## src/rtl/demux_route_ctrl.sv

```systemverilog
// demux_route_ctrl
//   Sequencer in front of a 1-to-8 demux. It takes one DATA_W-bit word at a
//   time from an upstream valid/ready source, together with a 3-bit
//   destination. It waits for the addressed sink to be ready and then shifts
//   the word out MSB-first on the demux data line. If the sink never becomes
//   ready, the word is dropped after TIMEOUT wait cycles.
//
// Ports
//   clk        clock, rising edge
//   rst        synchronous reset, active-high
//   in_valid   upstream word valid
//   in_ready   high only in IDLE (decoded from state)
//   in_dest    destination sink index, sampled on handshake only
//   in_data    word payload, sampled on handshake only
//   dst_ready  per-sink ready, bit i <-> demux output f[i]
//   s          demux select, holds dest from handshake until the next handshake
//   a          demux serial data, MSB first, 0 outside SEND
//   frame      one-hot sink currently receiving bits, else 0
//   done       1-cycle pulse after the last bit of a word
//   drop       1-cycle pulse when a word is discarded on timeout
//   busy       high in every state except IDLE
//
// State table
//   IDLE | ready for a word
//   WAIT | word latched, polling dst_ready[s], counting toward TIMEOUT
//   SEND | shifting DATA_W bits out on a, frame asserted
//   GAP  | GAP_CYC quiet cycles before the next word
module demux_route_ctrl #(
  parameter int DATA_W  = 8,
  parameter int GAP_CYC = 1,
  parameter int TIMEOUT = 15
) (
  input  logic              clk,
  input  logic              rst,
  input  logic              in_valid,
  output logic              in_ready,
  input  logic [2:0]        in_dest,
  input  logic [DATA_W-1:0] in_data,
  input  logic [7:0]        dst_ready,
  output logic [2:0]        s,
  output logic              a,
  output logic [7:0]        frame,
  output logic              done,
  output logic              drop,
  output logic              busy
);

  localparam int BW = (DATA_W  > 1) ? $clog2(DATA_W)  : 1;
  localparam int TW = (TIMEOUT > 1) ? $clog2(TIMEOUT) : 1;
  localparam int GW = (GAP_CYC > 1) ? $clog2(GAP_CYC) : 1;

  typedef enum logic [1:0] {
    S_IDLE,
    S_WAIT,
    S_SEND,
    S_GAP
  } state_e;

  state_e            state_q;
  logic [2:0]        s_q;
  logic [DATA_W-1:0] sh_q;
  logic [BW-1:0]     bcnt_q;
  logic [TW-1:0]     tcnt_q;
  logic [GW-1:0]     gcnt_q;
  logic              a_q;
  logic [7:0]        frame_q;
  logic              done_q;
  logic              drop_q;

  // After a word ends (sent or dropped) either rest in GAP or go straight home.
  localparam state_e POST_STATE = (GAP_CYC == 0) ? S_IDLE : S_GAP;

  always_ff @(posedge clk) begin
    if (rst) begin
      state_q <= S_IDLE;
      s_q     <= '0;
      sh_q    <= '0;
      bcnt_q  <= '0;
      tcnt_q  <= '0;
      gcnt_q  <= '0;
      a_q     <= 1'b0;
      frame_q <= '0;
      done_q  <= 1'b0;
      drop_q  <= 1'b0;
    end else begin
      done_q <= 1'b0;
      drop_q <= 1'b0;
      case (state_q)
        S_IDLE: begin
          if (in_valid && in_ready) begin
            s_q     <= in_dest;
            sh_q    <= in_data;
            tcnt_q  <= '0;
            state_q <= S_WAIT;
          end
        end
        S_WAIT: begin
          if (dst_ready[s_q]) begin
            // First bit is registered here so it appears in the first SEND cycle.
            frame_q <= 8'b1 << s_q;
            a_q     <= sh_q[DATA_W-1];
            sh_q    <= sh_q << 1;
            bcnt_q  <= '0;
            state_q <= S_SEND;
          end else if ((TIMEOUT != 0) && (tcnt_q == TW'(TIMEOUT - 1))) begin
            drop_q  <= 1'b1;
            gcnt_q  <= '0;
            state_q <= POST_STATE;
          end else begin
            tcnt_q <= tcnt_q + TW'(1);
          end
        end
        S_SEND: begin
          // dst_ready is not looked at here: a started word always completes.
          if (bcnt_q == BW'(DATA_W - 1)) begin
            frame_q <= '0;
            a_q     <= 1'b0;
            done_q  <= 1'b1;
            gcnt_q  <= '0;
            state_q <= POST_STATE;
          end else begin
            a_q    <= sh_q[DATA_W-1];
            sh_q   <= sh_q << 1;
            bcnt_q <= bcnt_q + BW'(1);
          end
        end
        S_GAP: begin
          if (gcnt_q == GW'(GAP_CYC - 1)) begin
            state_q <= S_IDLE;
          end else begin
            gcnt_q <= gcnt_q + GW'(1);
          end
        end
        default: state_q <= S_IDLE;
      endcase
    end
  end

  assign in_ready = (state_q == S_IDLE);
  assign busy     = (state_q != S_IDLE);
  assign s        = s_q;
  assign a        = a_q;
  assign frame    = frame_q;
  assign done     = done_q;
  assign drop     = drop_q;

endmodule

```

## config.mk

```make
export PLATFORM = sky130hd
export DESIGN_NAME = demux_route_ctrl
export DESIGN_NICKNAME = d
export VERILOG_FILES = /design/src/rtl/demux_route_ctrl.sv
export SDC_FILE = /design/constraint.sdc
export NUM_CORES = 1
export LEC_CHECK = 0
export BUFFER_PORTS_ARGS = -buffer_cell sky130_fd_sc_hd__buf_2
export CORE_MARGIN = 3
export CORE_UTILIZATION = 48
export CTS_CLUSTER_SIZE = 30
export DETAILED_ROUTE_END_ITERATION = 8
export PLACE_DENSITY = 0.87
export SLEW_MARGIN = 0
export SYNTH_ARGS = -nofsm -noshare
export SYNTH_HDL_FRONTEND = slang
export SYNTH_SLANG_ARGS = --single-unit
```

## constraint.sdc

```tcl
create_clock -name clk -period 1.9 [get_ports clk]
set_input_delay 0.095 -clock clk [delete_from_list [all_inputs] [get_ports clk]]
set_output_delay 0.095 -clock clk [all_outputs]
set_load 0.1 [all_outputs]
```

# Yosys cells after proc, flatten, opt, wreduce, memory -nomap -nowiden
# Index checks and enable logic that the tools add are counted.
[totals] input_bits=22 ff_bits=32
[op_classes] n_addsub=3 order_cmp=1 n_bitwise=2 eq_ne=14 shifts=1 reduce_logical=17 n_mux=32
[ops] cell="2-to-1 mux 8 bit" n=5
[ops] cell="case mux 8 bit (3 select lines)" n=1
[ops] cell="case mux 8 bit (2 select lines)" n=1
[ops] cell="AND reduction 4 bit" n=4
[ops] cell="inequality test 2 bit, second input constant" n=7
[ops] cell="2-to-1 mux 4 bit" n=3
[ops] cell="2-to-1 mux 2 bit" n=5
[ops] cell="2-to-1 mux 1 bit" n=9
[ops] cell="case mux 2 bit (4 select lines)" n=1
[ops] cell="case mux 4 bit (2 select lines)" n=1
[ops] cell="left shift 1 x 3 -> 8 bit, first input constant" n=1
[ops] cell="2-to-1 mux 3 bit" n=2
[ops] cell="case mux 3 bit (2 select lines)" n=1
[ops] cell="AND reduction 3 bit" n=2
[ops] cell="nonzero test 2 bit" n=3
[ops] cell="nonzero test 3 bit" n=2
[ops] cell="adder 4 x 1 -> 4 bit, second input constant" n=1
[ops] cell="== test 2 bit, second input constant" n=2
[ops] cell="== test 4 bit, second input constant" n=1
[ops] cell="less-than comparator 3 x 4 -> 1 bit, second input constant" n=1
[ops] cell="AND reduction 2 bit" n=2
[ops] cell="adder 3 x 1 -> 3 bit, second input constant" n=1
[ops] cell="binary-select mux 1 bit (select 3 bit)" n=1
[ops] cell="== test 3 bit, second input constant" n=1
[ops] cell="11 further kinds" n=12

# Logic depth before layout (Yosys ltp)
[depth] depth_word=4 mapped_depth=8

# Worst setup path before layout
# No wires, ideal clock.
[synth_path] kind="register to register" from="reg state_q[0]" to="reg state_q[1]" t_arrival_ns=2.538 setup_time_ns=0.122 path_buffers=1 path_slack_ns=-0.760 path_stages_with_launch=8 period_less_slack_ns=2.660 required_ns=1.778 path_cell_list="dfxtp_1 inv_1 ha_1 clkbuf_1 inv_1 o21ai_0 a21oi_1 mux2i_1"
[synth_via] elab_chain_len=4
[synth_rtl] item="from (decl)" line_no="59" text="state_e state_q;"
[synth_rtl] item="from (signal assigned)" line_no="75" text="state_q <= S_IDLE;"
[synth_rtl] item="from (signal assigned)" line_no="94" text="state_q <= S_WAIT;"
[synth_rtl] item="from (signal assigned)" line_no="104" text="state_q <= S_SEND;"
[synth_rtl] item="logical NOT 2 bit *" line_no="139" text="assign in_ready = (state_q == S_IDLE);"
[synth_rtl] item="net in_ready" line_no="36" text="output logic in_ready,"
[synth_rtl] item="logical AND 1 bit" line_no="90" text="if (in_valid && in_ready) begin"
[synth_rtl] item="inequality test 2 x 1 -> 1 bit (no source line)"
[synth_rtl] item="AND reduction 4 bit (no source line)"
# The timed path passes the listed nets; every way through them passes the cells marked *.
# A chain may end at the register's enable or synchronous reset.

# Worst setup path after layout
[layout_path] from="reg bcnt_q[0]" to="reg sh_q[0]"
[layout_via] elab_chain_len=3
[layout_rtl] item="from (decl)" line_no="62" text="logic [BW-1:0] bcnt_q;"
[layout_rtl] item="from (signal assigned)" line_no="124" text="bcnt_q <= bcnt_q + BW'(1);"
[layout_rtl] item="== test 3 bit" line_no="115" text="if (bcnt_q == BW'(DATA_W - 1)) begin"
[layout_rtl] item="inequality test 2 bit (no source line)"
[layout_rtl] item="AND reduction 4 bit (no source line)"
[layout_rtl] item="to (signal assigned)" line_no="92" text="sh_q <= in_data;"
[layout_rtl] item="to (signal assigned)" line_no="102" text="sh_q <= sh_q << 1;"
[layout_rtl] item="to (signal assigned)" line_no="123" text="sh_q <= sh_q << 1;"
[layout_rtl] item="to (decl)" line_no="61" text="logic [DATA_W-1:0] sh_q;"
# Every way passes these cells.

==> results.json <==
{
  "gr-usage-met2": 0.310,
  "drive_gt1_frac": 0.329,
  "cp_top_family": "compound AO/OA/AOI/OAI gates",
  "relSlewSlack": 0.676,
  "cts_tree": "yes",
  "cp.depth": 7,
  "n_antenna_cell": 0,
  "cap_violations": 0,
  "netlist_area_um2": 1680,
  "cts_buffers": 5,
  "start_kind": "flip-flop",
  "rr_startpoint": "bcnt_q[0]",
  "cts.sinks": 31,
  "clk_pin_slew_ns": 0.08,
  "ys_seq_area_frac": 0.370,
  "hold_violations": 0,
  "synth_area_per_cell_um2": 9.32,
  "antenna_found_initial": 0,
  "r2r-end": "sh_q[0]",
  "routedWlPerCell_um": 13.5,
  "p_per_area_nw_per_um2": 1440,
  "path_class": "reg -> reg",
  "grt.overflow.total": 0,
  "reg2reg_setup_slack_ns": 0.17,
  "rows": 20,
  "cp.arrival_ns": 1.98,
  "coreArea_um2": 3200,
  "fin_crit_sh": 0.909,
  "cts_root_buffer": "clkbuf_4",
  "ys_seq_elements": 31,
  "n_fill_cell": 296,
  "h-tree-depth": 2,
  "antenna_left": 0,
  "drv_slew": 0,
  "gp_congestion": 0.765,
  "grt_pass1_vias": 1342,
  "area_delta_synth_final_pct": 20.7,
  "endpoint": "sh_q[0]",
  "p_leak_nw": 0.817,
  "first_iter_violations": 100,
  "place_inst": 255,
  "die_area_um2": 4240,
  "port_buffers": 37,
  "setup_viol": 0,
  "worst_path_max_delay_cell": "dfxtp_1",
  "r2r_cells": 7,
  "rsz0062_at_grt": "false",
  "hold_path.startpoint": "in_data[0]",
  "crit_buf_inv": 2,
  "max_stage_delay_ns": 0.35,
  "status": "complete, no violations",
  "grt_pass1_wl_um": 6060,
  "startpoint": "bcnt_q[0]",
  "grt_use_met1": 0.215,
  "hpwl_um": 2550,
  "finalNonFillerCells": 266,
  "path_cells": "ha_1, ha_1, a221oi_2, buf_6, buf_4, nand4b_1, a21oi_1",
  "cp_max_fo": 15,
  "worst_hold_path_type": "in -> reg",
  "die_w_um": 65.1,
  "cp.required_ns": 2.16,
  "crit_path_frequent_cell": "ha_1",
  "timing.fmax_mhz": 579,
  "syn_inst": 180,
  "vias_per_cell": 5.51,
  "min_path_cells": 3,
  "worstMarginPinSlew_ns": 0.490,
  "grtUsageTotal": 0.181,
  "die_y_um": 65.1,
  "grt_util_met3": 0.0598,
  "drt_first_pass_iters": 4,
  "period_needed_ns": 1.73,
  "clk_latency_ns": 0.33,
  "clockBufferDepth": 2,
  "io_pins": 38,
  "start_util": 0.524,
  "yosys_warnings": 0,
  "vias": 1466,
  "vdd.ir_drop.worst_uv": 1040,
  "power_mw": 2.92,
  "fin_nets": 252,
  "critPathCaptureType": "flip-flop",
  "wl_um": 3590,
  "grt_max_degree": 21,
  "synth.distinct_cells": 41,
  "grt.busiest_layer": "met2",
  "synth_nets": 210,
  "skew_ns": 0.0114,
  "drc": 0
}
==> kinds of logic after synthesis <==
| kind of cell | share of synthesized area |
|---|---|
| compound gates | 0.274 |
| fa+ha+maj | 0.0597 |
| buf+inv | 0.0604 |
| flops | 0.370 |
| mux | 0.0783 |
| simple gates | 0.158 |
==> Yosys cell counts, drive strengths merged <==
master | n | area share
dfxtp | 31 | 0.37
a21oi | 19 | 0.070
nand2b | 15 | 0.056
nand2 | 11 | 0.025
inv | 9 | 0.020
mux2i | 9 | 0.054
o32ai | 9 | 0.047
a311oi | 8 | 0.042
buf | 8 | 0.031
ha | 8 | 0.060
nand3 | 8 | 0.024
o21ai | 7 | 0.021
nor2 | 6 | 0.013
clkbuf | 4 | 0.0089
mux2 | 3 | 0.025
a32oi | 2 | 0.010
nand4b | 2 | 0.010
nor2b | 2 | 0.0075
nor3 | 2 | 0.0060
o22ai | 2 | 0.0075
a211o | 1 | 0.0060
a211oi | 1 | 0.0045
a221oi | 1 | 0.0089
a2bb2oi | 1 | 0.016
a31o | 1 | 0.0052
a31oi | 1 | 0.0037
a41oi | 1 | 0.0052
nand4 | 1 | 0.0037
nor4b | 1 | 0.0052
o2111ai | 1 | 0.0052
o211a | 1 | 0.0060
o22a | 1 | 0.010
o2bb2ai | 1 | 0.0052
or2 | 1 | 0.0037
or3 | 1 | 0.0037
==> worst min-delay path, stage by stage <==
cell and delay [ns]:
buf_2 0.10, nand4b_1 0.07, a21oi_1 0.06
==> per-stage QoR <==
stage                     setup slack, ns  hold slack [ns]  setup TNS [ns]  instance area, µm²  utilization
final                               0.173           0.0494               0                2020        0.632
after global routing              0.00381           0.0156               0                2020        0.632
after CTS                           0.158           0.0304               0                2010        0.628
after detailed placement            0.166            0.343               0                1920        0.601
after global placement              0.253            0.343               0                1920        0.601
after floorplan                   -0.0847            0.232          -0.156                1720            -
==> layout make-up <==
class | count | area, µm² | area share
tap | 44 | 55.1 | 0.0272
multi-input combinational | 128 | 975 | 0.481
sequential | 31 | 629 | 0.311
clock inverter | 1 | 5.00 | 0.00247
clock buffer | 6 | 51.3 | 0.0253
inverter | 9 | 37.5 | 0.0185
timing repair buffer | 47 | 272 | 0.134
==> worst min path at each step <==
stage,end,slack (ns)
finish,sh_q[0],0.05
global route,sh_q[0],0.02
CTS,sh_q[0],0.03
detailed placement,s[1],0.34
global placement,s[1],0.34
floorplan,s[1],0.23
==> sequential cells by signal (all words and copies together), names as in the netlist <==
name     count
a            1
bcnt_q       3
done         1
drop         1
frame        8
s            3
sh_q         8
state_q      2
tcnt_q       4
==> report_power, final <==
part / internal (mW) / switching (mW)
Clock: 0.171 / 0.220
Combinational: 0.595 / 1.04
Sequential: 0.789 / 0.105
Total: 1.56 / 1.36
==> per-layer routing <==
metal  share of wire  wire length (µm)  up-vias
met5               0                 0        -
met4           0.010                36        0
met3           0.060               216        3
met2            0.50              1780       41
met1            0.43              1560      664
li1                -                 -      758
==> repair_timing <==
action	in CTS	in global routing
endpoints found under the hold margin	3	0
hold buffers	3	0
endpoints found under the setup margin	0	2
setup buffers	0	1
resized for setup	0	2
==> cells in the final DEF (no fill, tap or decap), types with 3 or more instances in the layout <==
master / n
dlygate4sd3_1: 3
clkbuf_4: 5
a311oi_1: 8
dfxtp_2: 4
dfxtp_1: 26
nand3_1: 8
mux2i_1: 9
nor2_1: 6
nand2_1: 11
nand2b_1: 15
o32ai_1: 9
buf_2: 37
o21ai_0: 5
inv_1: 6
a21oi_1: 17
ha_1: 6
buf_4: 6
(Power assumes the default switching activity.)
